### src/rtl/perf_mon_pkg.sv
// Shared types and helpers for the pipeline performance monitor.
package perf_mon_pkg;

    localparam logic [31:0] NOP_INSTR = 32'h0000_0013;

    typedef enum logic [1:0] {
        IDLE = 2'd0,
        RUN  = 2'd1,
        DONE = 2'd2
    } state_e;

    typedef enum logic [1:0] {
        CAUSE_NONE    = 2'd0,
        CAUSE_LOOP    = 2'd1,
        CAUSE_TIMEOUT = 2'd2
    } cause_e;

    // Consecutive matches needed before a period-p loop is declared.
    function automatic int unsigned thr(input int unsigned p, input int unsigned mult,
                                        input int unsigned min_match);
        return (mult * p > min_match) ? mult * p : min_match;
    endfunction

endpackage

### src/rtl/pipeline_perf_monitor_if.sv
// IF/ID observation tap: the datapath drives it, the monitor listens.
interface pipeline_perf_monitor_if #(
    parameter int XLEN = 32
);
    logic [XLEN-1:0] pc_i;
    logic [XLEN-1:0] instr_i;
    logic            stall_i;

    modport master (output pc_i, instr_i, stall_i);
    modport slave  (input  pc_i, instr_i, stall_i);
endinterface

### src/rtl/perf_seq_divider.sv
// Unsigned restoring divider, one quotient bit per cycle, start/busy/done handshake with abort.
module perf_seq_divider #(
    parameter int NW = 40,
    parameter int DW = 32
) (
    input  logic          clk_i,
    input  logic          rst_i,
    input  logic          abort_i,
    input  logic          start_i,
    input  logic [NW-1:0] dividend_i,
    input  logic [DW-1:0] divisor_i,
    output logic          busy_o,
    output logic          done_o,
    output logic [NW-1:0] quotient_o
);
    localparam int CW = $clog2(NW + 1);

    logic [DW-1:0] rem_q;
    logic [DW-1:0] dvsr_q;
    logic [NW-1:0] quot_q;
    logic [CW-1:0] cnt_q;
    logic [DW:0]   trial;
    logic          ge;

    // Remainder stays below the divisor, so DW bits hold it between steps.
    assign trial      = {rem_q, quot_q[NW-1]};
    assign ge         = trial >= {1'b0, dvsr_q};
    assign quotient_o = quot_q;

    always_ff @(posedge clk_i or posedge rst_i) begin
        if (rst_i || abort_i) begin
            rem_q  <= '0;
            dvsr_q <= '0;
            quot_q <= '0;
            cnt_q  <= '0;
            busy_o <= 1'b0;
            done_o <= 1'b0;
        end else begin
            done_o <= 1'b0;
            if (start_i && !busy_o) begin
                rem_q  <= '0;
                dvsr_q <= divisor_i;
                quot_q <= dividend_i;
                cnt_q  <= CW'(NW);
                busy_o <= 1'b1;
            end else if (busy_o) begin
                rem_q  <= ge ? DW'(trial - {1'b0, dvsr_q}) : trial[DW-1:0];
                quot_q <= {quot_q[NW-2:0], ge};
                cnt_q  <= cnt_q - CW'(1);
                if (cnt_q == CW'(1)) begin
                    busy_o <= 1'b0;
                    done_o <= 1'b1;
                end
            end
        end
    end
endmodule

### src/rtl/pipeline_perf_monitor.sv
// Run-control and performance monitor beside the 5-stage pipeline: counters, halt-loop and timeout detection.
// Build option: define PERF_MON_CPI_EN to add the post-run CPI (Q8.8) divider outputs.
module pipeline_perf_monitor
    import perf_mon_pkg::*;
#(
    parameter int XLEN           = 32,
    parameter int CNT_W          = 32,
    parameter int MAX_PERIOD     = 8,
    parameter int MATCH_MULT     = 2,
    parameter int MIN_MATCH      = 3,
    parameter int TIMEOUT_CYCLES = 2000
) (
    input  logic                             clock,
    input  logic                             reset,
    input  logic                             enable,
    input  logic                             clear,
    pipeline_perf_monitor_if.slave           mon,
    output logic                             running,
    output logic                             done,
    output logic [1:0]                       done_cause,
    output logic [$clog2(MAX_PERIOD+1)-1:0]  loop_period,
    output logic [XLEN-1:0]                  loop_pc,
    output logic [CNT_W-1:0]                 cycle_count,
    output logic [CNT_W-1:0]                 instr_count,
    output logic [CNT_W-1:0]                 stall_count
`ifdef PERF_MON_CPI_EN
    ,
    output logic [15:0]                      cpi_q8,
    output logic                             cpi_valid
`endif
);
    localparam int PW      = $clog2(MAX_PERIOD + 1);
    localparam int THR_MAX = thr(MAX_PERIOD, MATCH_MULT, MIN_MATCH);
    localparam int MW      = $clog2(THR_MAX + 1);

    state_e          state_q;
    cause_e          cause_q;
    logic            done_q;
    logic [PW-1:0]   period_q, hv_q, hit_p;
    logic [XLEN-1:0] loop_pc_q, prev_instr_q;
    logic [XLEN-1:0] hist_q [MAX_PERIOD];
    logic [MW-1:0]   mc_q   [MAX_PERIOD];
    logic [MW-1:0]   mc_d   [MAX_PERIOD];
    logic [CNT_W-1:0] cycle_q, instr_q, stall_q, cycle_d;
    logic            hit;

    function automatic logic [CNT_W-1:0] sat_inc(input logic [CNT_W-1:0] v);
        return (&v) ? v : v + 1'b1;
    endfunction

    assign cycle_d = sat_inc(cycle_q);

    always_comb begin
        // NOTE: every combinational output gets a default first so no path can infer a latch.
        hit   = 1'b0;
        hit_p = '0;
        for (int p = 1; p <= MAX_PERIOD; p++) begin
            mc_d[p-1] = '0;
            if (hv_q >= PW'(p) && mon.pc_i == hist_q[p-1] &&
                (p != 1 || mon.instr_i == prev_instr_q))
                mc_d[p-1] = mc_q[p-1] + 1'b1;
            if (!hit && mc_d[p-1] == MW'(thr(p, MATCH_MULT, MIN_MATCH))) begin
                hit   = 1'b1;
                hit_p = PW'(p);
            end
        end
    end

    // NOTE: history and match counters are wiped explicitly so no stale PC can fake a loop after clear.
    always_ff @(posedge clock or posedge reset) begin
        if (reset) begin
            state_q <= IDLE;  cause_q <= CAUSE_NONE;  done_q <= 1'b0;
            period_q <= '0;   loop_pc_q <= '0;        hv_q <= '0;  prev_instr_q <= '0;
            cycle_q <= '0;    instr_q <= '0;          stall_q <= '0;
            for (int i = 0; i < MAX_PERIOD; i++) begin
                hist_q[i] <= '0;
                mc_q[i]   <= '0;
            end
        end else if (clear) begin
            state_q <= IDLE;  cause_q <= CAUSE_NONE;  done_q <= 1'b0;
            period_q <= '0;   loop_pc_q <= '0;        hv_q <= '0;  prev_instr_q <= '0;
            cycle_q <= '0;    instr_q <= '0;          stall_q <= '0;
            for (int i = 0; i < MAX_PERIOD; i++) begin
                hist_q[i] <= '0;
                mc_q[i]   <= '0;
            end
        end else begin
            // NOTE: state uses <= so every register here sees its peers' pre-edge values.
            case (state_q)
                IDLE: if (enable) state_q <= RUN;
                RUN: begin
                    cycle_q <= cycle_d;
                    if (mon.stall_i)
                        stall_q <= sat_inc(stall_q);
                    else if (mon.instr_i != XLEN'(NOP_INSTR))
                        instr_q <= sat_inc(instr_q);
                    if (!mon.stall_i) begin
                        hist_q[0]    <= mon.pc_i;
                        for (int i = 1; i < MAX_PERIOD; i++) hist_q[i] <= hist_q[i-1];
                        prev_instr_q <= mon.instr_i;
                        if (hv_q != PW'(MAX_PERIOD)) hv_q <= hv_q + 1'b1;
                        for (int i = 0; i < MAX_PERIOD; i++) mc_q[i] <= mc_d[i];
                    end
                    if (!mon.stall_i && hit) begin
                        state_q   <= DONE;
                        done_q    <= 1'b1;
                        cause_q   <= CAUSE_LOOP;
                        period_q  <= hit_p;
                        loop_pc_q <= mon.pc_i;
                    end else if (cycle_d == CNT_W'(TIMEOUT_CYCLES)) begin
                        state_q   <= DONE;
                        done_q    <= 1'b1;
                        cause_q   <= CAUSE_TIMEOUT;
                        period_q  <= '0;
                    end
                end
                default: ;
            endcase
        end
    end

    assign running     = (state_q == RUN);
    assign done        = done_q;
    assign done_cause  = cause_q;
    assign loop_period = period_q;
    assign loop_pc     = loop_pc_q;
    assign cycle_count = cycle_q;
    assign instr_count = instr_q;
    assign stall_count = stall_q;

`ifdef PERF_MON_CPI_EN
    localparam int NW = CNT_W + 8;

    logic          div_start, div_busy, div_done, cpi_started_q, cpi_valid_q;
    logic [NW-1:0] div_quot;
    logic [15:0]   cpi_q8_q;

    // Counters are frozen in DONE, so the divider may sample them any time after entry.
    assign div_start = (state_q == DONE) && !cpi_started_q && !div_busy;

    perf_seq_divider #(.NW(NW), .DW(CNT_W)) u_div (
        .clk_i      (clock),
        .rst_i      (reset),
        .abort_i    (clear),
        .start_i    (div_start),
        .dividend_i ({cycle_q, 8'h00}),
        .divisor_i  (instr_q),
        .busy_o     (div_busy),
        .done_o     (div_done),
        .quotient_o (div_quot)
    );

    always_ff @(posedge clock or posedge reset) begin
        if (reset) begin
            cpi_started_q <= 1'b0;
            cpi_valid_q   <= 1'b0;
            cpi_q8_q      <= '0;
        end else if (clear) begin
            cpi_started_q <= 1'b0;
            cpi_valid_q   <= 1'b0;
            cpi_q8_q      <= '0;
        end else begin
            if (div_start) cpi_started_q <= 1'b1;
            if (div_done) begin
                cpi_valid_q <= 1'b1;
                cpi_q8_q    <= (instr_q == '0 || |div_quot[NW-1:16]) ? 16'hFFFF : div_quot[15:0];
            end
        end
    end

    assign cpi_q8    = cpi_q8_q;
    assign cpi_valid = cpi_valid_q;
`endif
endmodule

### src/flat_wrapper.sv
// flat-port wrapper written by rule: the top's interface ports become plain ports
module pipeline_perf_monitor_flat import perf_mon_pkg::*;
#(
    parameter int XLEN           = 32,
    parameter int CNT_W          = 32,
    parameter int MAX_PERIOD     = 8,
    parameter int MATCH_MULT     = 2,
    parameter int MIN_MATCH      = 3,
    parameter int TIMEOUT_CYCLES = 2000
)
  (clock, reset, enable, clear, running, done, done_cause, loop_period, loop_pc, cycle_count, instr_count, stall_count, mon_pc_i, mon_instr_i, mon_stall_i);
  pipeline_perf_monitor_if #(.XLEN(XLEN)) mon_i ();
  input  logic clock;
  input  logic reset;
  input  logic enable;
  input  logic clear;
  output logic running;
  output logic done;
  output logic [1:0] done_cause;
  output logic [$clog2(MAX_PERIOD+1)-1:0] loop_period;
  output logic [XLEN-1:0] loop_pc;
  output logic [CNT_W-1:0] cycle_count;
  output logic [CNT_W-1:0] instr_count;
  output logic [CNT_W-1:0] stall_count;
  input wire logic [$bits(mon_i.pc_i)-1:0] mon_pc_i;
  input wire logic [$bits(mon_i.instr_i)-1:0] mon_instr_i;
  input wire logic [$bits(mon_i.stall_i)-1:0] mon_stall_i;
  assign mon_i.pc_i = mon_pc_i;
  assign mon_i.instr_i = mon_instr_i;
  assign mon_i.stall_i = mon_stall_i;
  pipeline_perf_monitor #(.XLEN(XLEN), .CNT_W(CNT_W), .MAX_PERIOD(MAX_PERIOD), .MATCH_MULT(MATCH_MULT), .MIN_MATCH(MIN_MATCH), .TIMEOUT_CYCLES(TIMEOUT_CYCLES)) u_core (.clock(clock), .reset(reset), .enable(enable), .clear(clear), .mon(mon_i), .running(running), .done(done), .done_cause(done_cause), .loop_period(loop_period), .loop_pc(loop_pc), .cycle_count(cycle_count), .instr_count(instr_count), .stall_count(stall_count));
endmodule
### config.mk
export PLATFORM = sky130hd
export DESIGN_NAME = pipeline_perf_monitor_flat
export DESIGN_NICKNAME = d
export VERILOG_FILES = /design/src/rtl/perf_mon_pkg.sv /design/src/rtl/pipeline_perf_monitor_if.sv /design/src/rtl/perf_seq_divider.sv /design/src/rtl/pipeline_perf_monitor.sv /design/src/flat_wrapper.sv
export SDC_FILE = /design/constraint.sdc
export NUM_CORES = 1
export LEC_CHECK = 0
export CAP_MARGIN = 30
export CORE_MARGIN = 5
export CORE_UTILIZATION = 53
export DETAILED_ROUTE_END_ITERATION = 10
export PLACE_DENSITY = 0.77
export SYNTH_ARGS = -nofsm -noshare
export SYNTH_HDL_FRONTEND = slang
export SYNTH_SLANG_ARGS = --single-unit
### constraint.sdc
create_clock -name clock -period 15.3 [get_ports clock]
set_input_delay 3.06 -clock clock [delete_from_list [all_inputs] [get_ports clock]]
set_output_delay 3.06 -clock clock [all_outputs]
set_load 0.01 [all_outputs]
[Yosys cells after proc, flatten, opt, wreduce, memory -nomap -nowiden]
Index checks and enable logic that the tools add are counted.
Storage, ports and cells
  output and inout port bits: 136
  bits of input ports: 69
  bits in registers: 469
  word-level logic and storage cells: 183
Cells by class
  add/sub/neg operators: 12
  reduce and logical (&&, ||, !) cells: 43
  mux-type cells: 68
  equality and inequality tests: 26
  order comparisons: 8
Operators with widths (number)
  2-to-1 mux 256 bit: 3
  2-to-1 mux 32 bit: 18
  == test 32 bit: 9
  2-to-1 mux 40 bit: 3
  adder 32 x 1 -> 32 bit (second input constant): 3
  AND reduction 32 bit: 3
  adder 5 x 1 -> 5 bit (second input constant): 8
  2-to-1 mux 5 bit: 8
  2-to-1 mux 4 bit: 9
  == test 32 x 11 -> 1 bit (second input constant): 1
  inequality test 32 x 5 -> 1 bit (second input constant): 1
  == test 5 x 4 -> 1 bit (second input constant): 4
  2-to-1 mux 2 bit: 9
  logical AND 1 bit: 17
  greater-or-equal comparator 4 x 3 -> 1 bit (second input constant): 4
  2-to-1 mux 1 bit: 13
  2-to-1 mux 3 bit: 4
  == test 5 x 3 -> 1 bit (second input constant): 2
  nonzero test 2 bit: 5
  AND reduction 3 bit: 3
  greater-or-equal comparator 4 x 2 -> 1 bit (second input constant): 2
  zero test 1 bit: 8
  inequality test 2 bit (second input constant): 3
  AND reduction 2 bit: 3
  13 further kinds: 14

[Depth between registers and ports, before layout]
  depth after elaboration: 31
  depth in mapped cells: 11
  depth with buffers taken out: 10

[Worst setup path before layout]
No wires, ideal clock.
  path kind: input to register
  start: input mon_pc_i[11]
  end: register u_core.loop_pc_q[10] (netlist: u_core.loop_pc[10])
  cell stages on the path: 10
  data required time: 15.168 ns
  setup time: 0.132 ns
  path slack: 9.878 ns
  path buffers: 2
  arrival time: 5.290 ns
  cell sequence: buf_2 > xnor2_1 > nand4_1 > or4_1 > nor4_4 > nor4_1 > a31oi_4 > buf_6 > mux2i_1 > nor2_1
Between the ends
  cells in the longest elaborated chain, start to end: 30
  elaborated cells on any way between the ends: 58
  classes of those cells: 16 x eq/ne; 16 x mux; 26 x reduce/logical
Ends and longest elaborated chain
  start, declared: RTL line flat_wrapper.sv:25  | input wire logic [$bits(mon_i.pc_i)-1:0] mon_pc_i;
  == test 32 bit: RTL line pipeline_perf_monitor.sv:59  | if (hv_q >= PW'(p) && mon.pc_i == hist_q[p-1] &&
  logical AND 1 bit (2 in a row): RTL line pipeline_perf_monitor.sv:59
  2-to-1 mux 5 bit: RTL line pipeline_perf_monitor.sv:59
  == test 5 x 2 -> 1 bit: RTL line pipeline_perf_monitor.sv:62  | if (!hit && mc_d[p-1] == MW'(thr(p, MATCH_MULT, MIN_MATCH))) begin
  2-to-1 mux 1 bit: RTL line pipeline_perf_monitor.sv:62
  zero test 1 bit: RTL line pipeline_perf_monitor.sv:62
  logical AND 1 bit: RTL line pipeline_perf_monitor.sv:62
  2-to-1 mux 1 bit: RTL line pipeline_perf_monitor.sv:62
  [... 13 more ...]
  logical AND 1 bit: RTL line pipeline_perf_monitor.sv:62
  2-to-1 mux 1 bit: RTL line pipeline_perf_monitor.sv:62
  zero test 1 bit: RTL line pipeline_perf_monitor.sv:62
  logical AND 1 bit: RTL line pipeline_perf_monitor.sv:62
  2-to-1 mux 1 bit *: RTL line pipeline_perf_monitor.sv:62
  logical AND 1 bit *: RTL line pipeline_perf_monitor.sv:104  | if (!mon.stall_i && hit) begin
  nonzero test 2 bit (no line) *
  AND reduction 2 bit (no line) *
  end signal, assigned: RTL line pipeline_perf_monitor.sv:109  | loop_pc_q <= mon.pc_i;
  end, declared: RTL line pipeline_perf_monitor.sv:40  | logic [XLEN-1:0] loop_pc_q, prev_instr_q;
Mark *: on every way between the ends. The rest lies on a longest branch, timed or not.
A chain may end at the register's enable or synchronous reset.

[Worst setup path after layout]
  start: input mon_pc_i[18]
  end: register u_core.loop_pc_q[10] (netlist: u_core.loop_pc[10])
The elaborated chain is that of the path after synthesis.

==> flow_metrics.py <==
metrics = {
    "critical_path": {
        "rr_startpoint": "u_core.hv_q[3]$_DFFE_PP0P_",
        "slowest_delay_ps": 820,
        "cp_cell_sequence": "clkdlybuf4s50_1 -> xor2_1 -> nor4_1 -> nand3_1 -> nor4_2 -> a21oi_1 -> a31oi_4 -> buf_4 -> mux2i_1 -> nor2_1",
        "cp-end-kind": "flop",
        "timing.critical_path.fanout_max": 33,
        "rr_worst_depth": 9,
        "worst-path-buf-inv": 2,
        "critPathTopFamily": "simple AND/OR/NAND/NOR gates",
        "crit_type": "in -> reg",
        "reg2reg_to": "u_core.loop_pc[10]$_DFFE_PP0P_",
        "critical_path_arrival_ps": 7220,
        "crit_path_start_kind": "input pin",
        "slowest_stage": "clkdlybuf4s50_1",
        "r2r_slack_ps": 11280,
        "cp.required_ps": 15740,
    },
    "floorplan": {
        "die_width_um": 226,
        "coreArea_mm2": 0.0464,
        "start_util": 0.533,
        "io_pins": 205,
        "die_area_mm2": 0.0511,
        "die_h_um": 226,
        "rows": 79,
    },
    "logic_synthesis": {
        "synth_area_mm2": 0.0247,
        "yosys_most_used_dff": "dfrtp_1",
        "synth-seq-cells": 469,
        "synth-edff-count": 0,
        "synth_warnings": 0,
        "async_flop_share": 1.00,
        "syn_nets": 2884,
        "synth_seq_area_share": 0.475,
        "syn_inst": 2801,
        "avgSynthCellArea_um2": 8.83,
        "ys_types": 69,
    },
    "sta": {
        "fin_skew_ps": 34.4,
        "finalCriticalPeriod_ps": 6770,
        "setup_tns_ps": 0,
        "fin_crit_sh": 0.443,
        "fmax_mhz": 148,
        "setup-violations-final": 0,
        "tightest_slew_ps": 1030,
        "rsz0062_at_grt": "false",
        "maxSlewHeadroom": 0.316,
        "maxSlewViolCount": 0,
        "finalHoldViolations": 0,
    },
    "global_route": {
        "first_global_vias": 21200,
        "antenna_found_initial": 2,
        "grt_use_total": 0.314,
        "grt_pass1_wl_um": 126000,
        "grt_max_degree": 202,
        "gr-total-overflow": 0,
    },
    "clocking": {
        "cts_hold_buf": 0,
        "cts-root-buf": "clkbuf_16",
        "path_clk_slew_ps": 60,
        "clock_sinks": 469,
        "tritoncts": "yes",
        "clock_path_buffers": 3,
        "ctsResizeCount": 0,
        "cts_buffers": 50,
        "post_cts_buffers": 0,
        "clk_latency_ps": 610,
        "htree_num_levels": 2,
    },
    "run": {
        "drv_cap": 0,
    },
    "placed_design": {
        "port_buffers": 204,
        "gp_congestion": 1.03,
        "hpwlAfterDp_um": 56600,
    },
    "pwr": {
        "combPwrFrac": 0.081,
        "p_per_area_mw_per_mm2": 94.1,
        "power.total_uw": 2720,
        "clkPwrFrac": 0.456,
        "power.leakage_uw": 0.0119,
        "sw_frac_of_total": 0.251,
        "switchingPower_uw": 682,
        "seq_power_share": 0.463,
        "peakVddDrop_mv": 0.108,
        "power.internal_uw": 2040,
    },
    "route": {
        "finalWirelength_um": 80900,
        "drtAntennaViolNets": 0,
        "wl_per_cell_um": 22.7,
        "drc": 0,
        "firstDrtPassIters": 6,
        "viasPerCell": 6.09,
        "vias": 21700,
        "drtIter0Drc": 2508,
    },
    "hold_path": {
        "worstHoldStart": "u_core.loop_period[0]$_DFFE_PP0P_",
        "hold_path_class": "reg -> reg",
        "hold_end": "u_core.loop_period[0]$_DFFE_PP0P_",
        "holdPathStages": 1,
    },
    "status": {
        "status": "complete, no violations",
    },
    "finish": {
        "area.growth.synth_to_final_pct": 17.0,
        "nets": 2999,
        "drive_gt1_frac": 0.0501,
        "num_antenna_cells": 0,
    },
}
worst max path at each step:
stage,startpoint,end,slack [ps],cells after the start
floorplan,reset,u_core.cycle_count[0]$_DFFE_PP0N_,5890,1
global placement,mon_pc_i[25],u_core.loop_pc[25]$_DFFE_PP0P_,8170,10
detailed placement,mon_pc_i[18],u_core.loop_pc[10]$_DFFE_PP0P_,8080,10
CTS,mon_pc_i[18],u_core.loop_pc[10]$_DFFE_PP0P_,8680,10
global route,mon_pc_i[18],u_core.loop_pc[1]$_DFFE_PP0P_,8480,10
finish,mon_pc_i[18],u_core.loop_pc[10]$_DFFE_PP0P_,8530,10
cell families (layout without fill, tap and decap cells):
| logic type | count (synthesis) | count (layout) | synth area share |
|---|---|---|---|
| and+or+nand+nor | 1228 | 1228 | 0.229 |
| DFF | 469 | 469 | 0.475 |
| AOI/OAI and AO/OA | 449 | 449 | 0.0981 |
| xor gates and xnor gates | 393 | 393 | 0.139 |
| buffers and inverters | 209 | 363 | 0.0357 |
| muxes | 39 | 39 | 0.0158 |
| adders and majority gates | 14 | 14 | 0.00709 |
layout make-up:
type,count,area (µm²)
Fill cell,3798,17400
Multi-Input combinational cell,2123,12100
Sequential cell,469,11700
Timing Repair Buffer,243,2510
Clock buffer,76,1500
Tap cell,607,759
Clock inverter,15,176
Inverter,29,113
worst register-to-register path, cell delays in order, from the launching register on:
cell and delay [ps]:
dfrtp_1 690, nor2_1 210, a2111oi_0 480, nand2_1 150
nor4_2 850, a21oi_1 330, a31oi_4 230, buf_4 560
mux2i_1 310, nor2_1 60
metrics by stage:
stage                     setup slack (ps)  cells  hold slack [ps]   util  cell area, µm²
final                                 8530   3562              513  0.624           28900
after global routing                  8480   3562              540  0.624           28900
after CTS                             8680   3558              517  0.621           28800
after detailed placement              8080   3467              504  0.585           27100
after global placement                8170   3463              492  0.583           27000
after floorplan                       5890   2801              476      -           24700
power groups by stage:
stage	registers, µW	clock network (µW)	logic, µW
after global placement	1280	0	209
after CTS	1260	1250	215
after detailed placement	1280	0	214
after floorplan	1280	0	129
final	1260	1240	222
after global routing	1260	1300	237
synth_stat cells (5+ instances only):
cell type,count,area (µm²)
nand2b_1,10,62.6
and4_1,15,131
dfrtp_1,469,11700
and2_1,8,50.1
nor3_1,33,165
nor3b_1,5,37.5
or4_1,10,75.1
o211ai_1,6,45.0
nor2_1,159,597
clkbuf_1,122,458
a31oi_1,8,50.1
ha_1,14,175
nand4_1,53,332
o21ai_0,72,360
buf_2,41,205
mux2i_1,38,380
or2_2,6,37.5
nand3b_1,6,45.0
a21oi_1,326,1630
nand2_1,682,2560
buf_1,7,26.3
nor4b_1,12,105
xor2_1,309,2710
nor4_1,92,576
nand4b_1,7,61.3
inv_1,29,109
nand3_1,67,335
xnor2_1,84,736
or3_1,24,150
and3_1,18,113
per-layer routing:
metal	wire, µm	track usage
met5	14	0
met4	2950	0.102
met3	7470	0.0715
met2	37500	0.493
met1	32900	0.436
layout by cell type, fill, tap and decap left out, drive strengths merged, types with 72 or more instances in the layout:
cell,netlist,routed
xnor2,84,84
dfrtp,469,469
nor2,159,159
a21oi,326,326
xor2,309,309
clkbuf,124,76
o21ai,72,72
clkdlybuf4s50,0,203
nand2,682,682
nor4,96,96
registers in the layout, indices dropped and copies added (netlist names):
register	count
u_core.hist_q	256
u_core.mc_q	40
u_core.cycle_count	32
u_core.instr_count	32
u_core.loop_pc	32
u_core.prev_instr_q	32
u_core.stall_count	32
u_core.hv_q	4
u_core.loop_period	4
u_core.done_cause	2
u_core.state_q	2
u_core.done	1
Note: power is estimated with default switching activity, not from simulation.
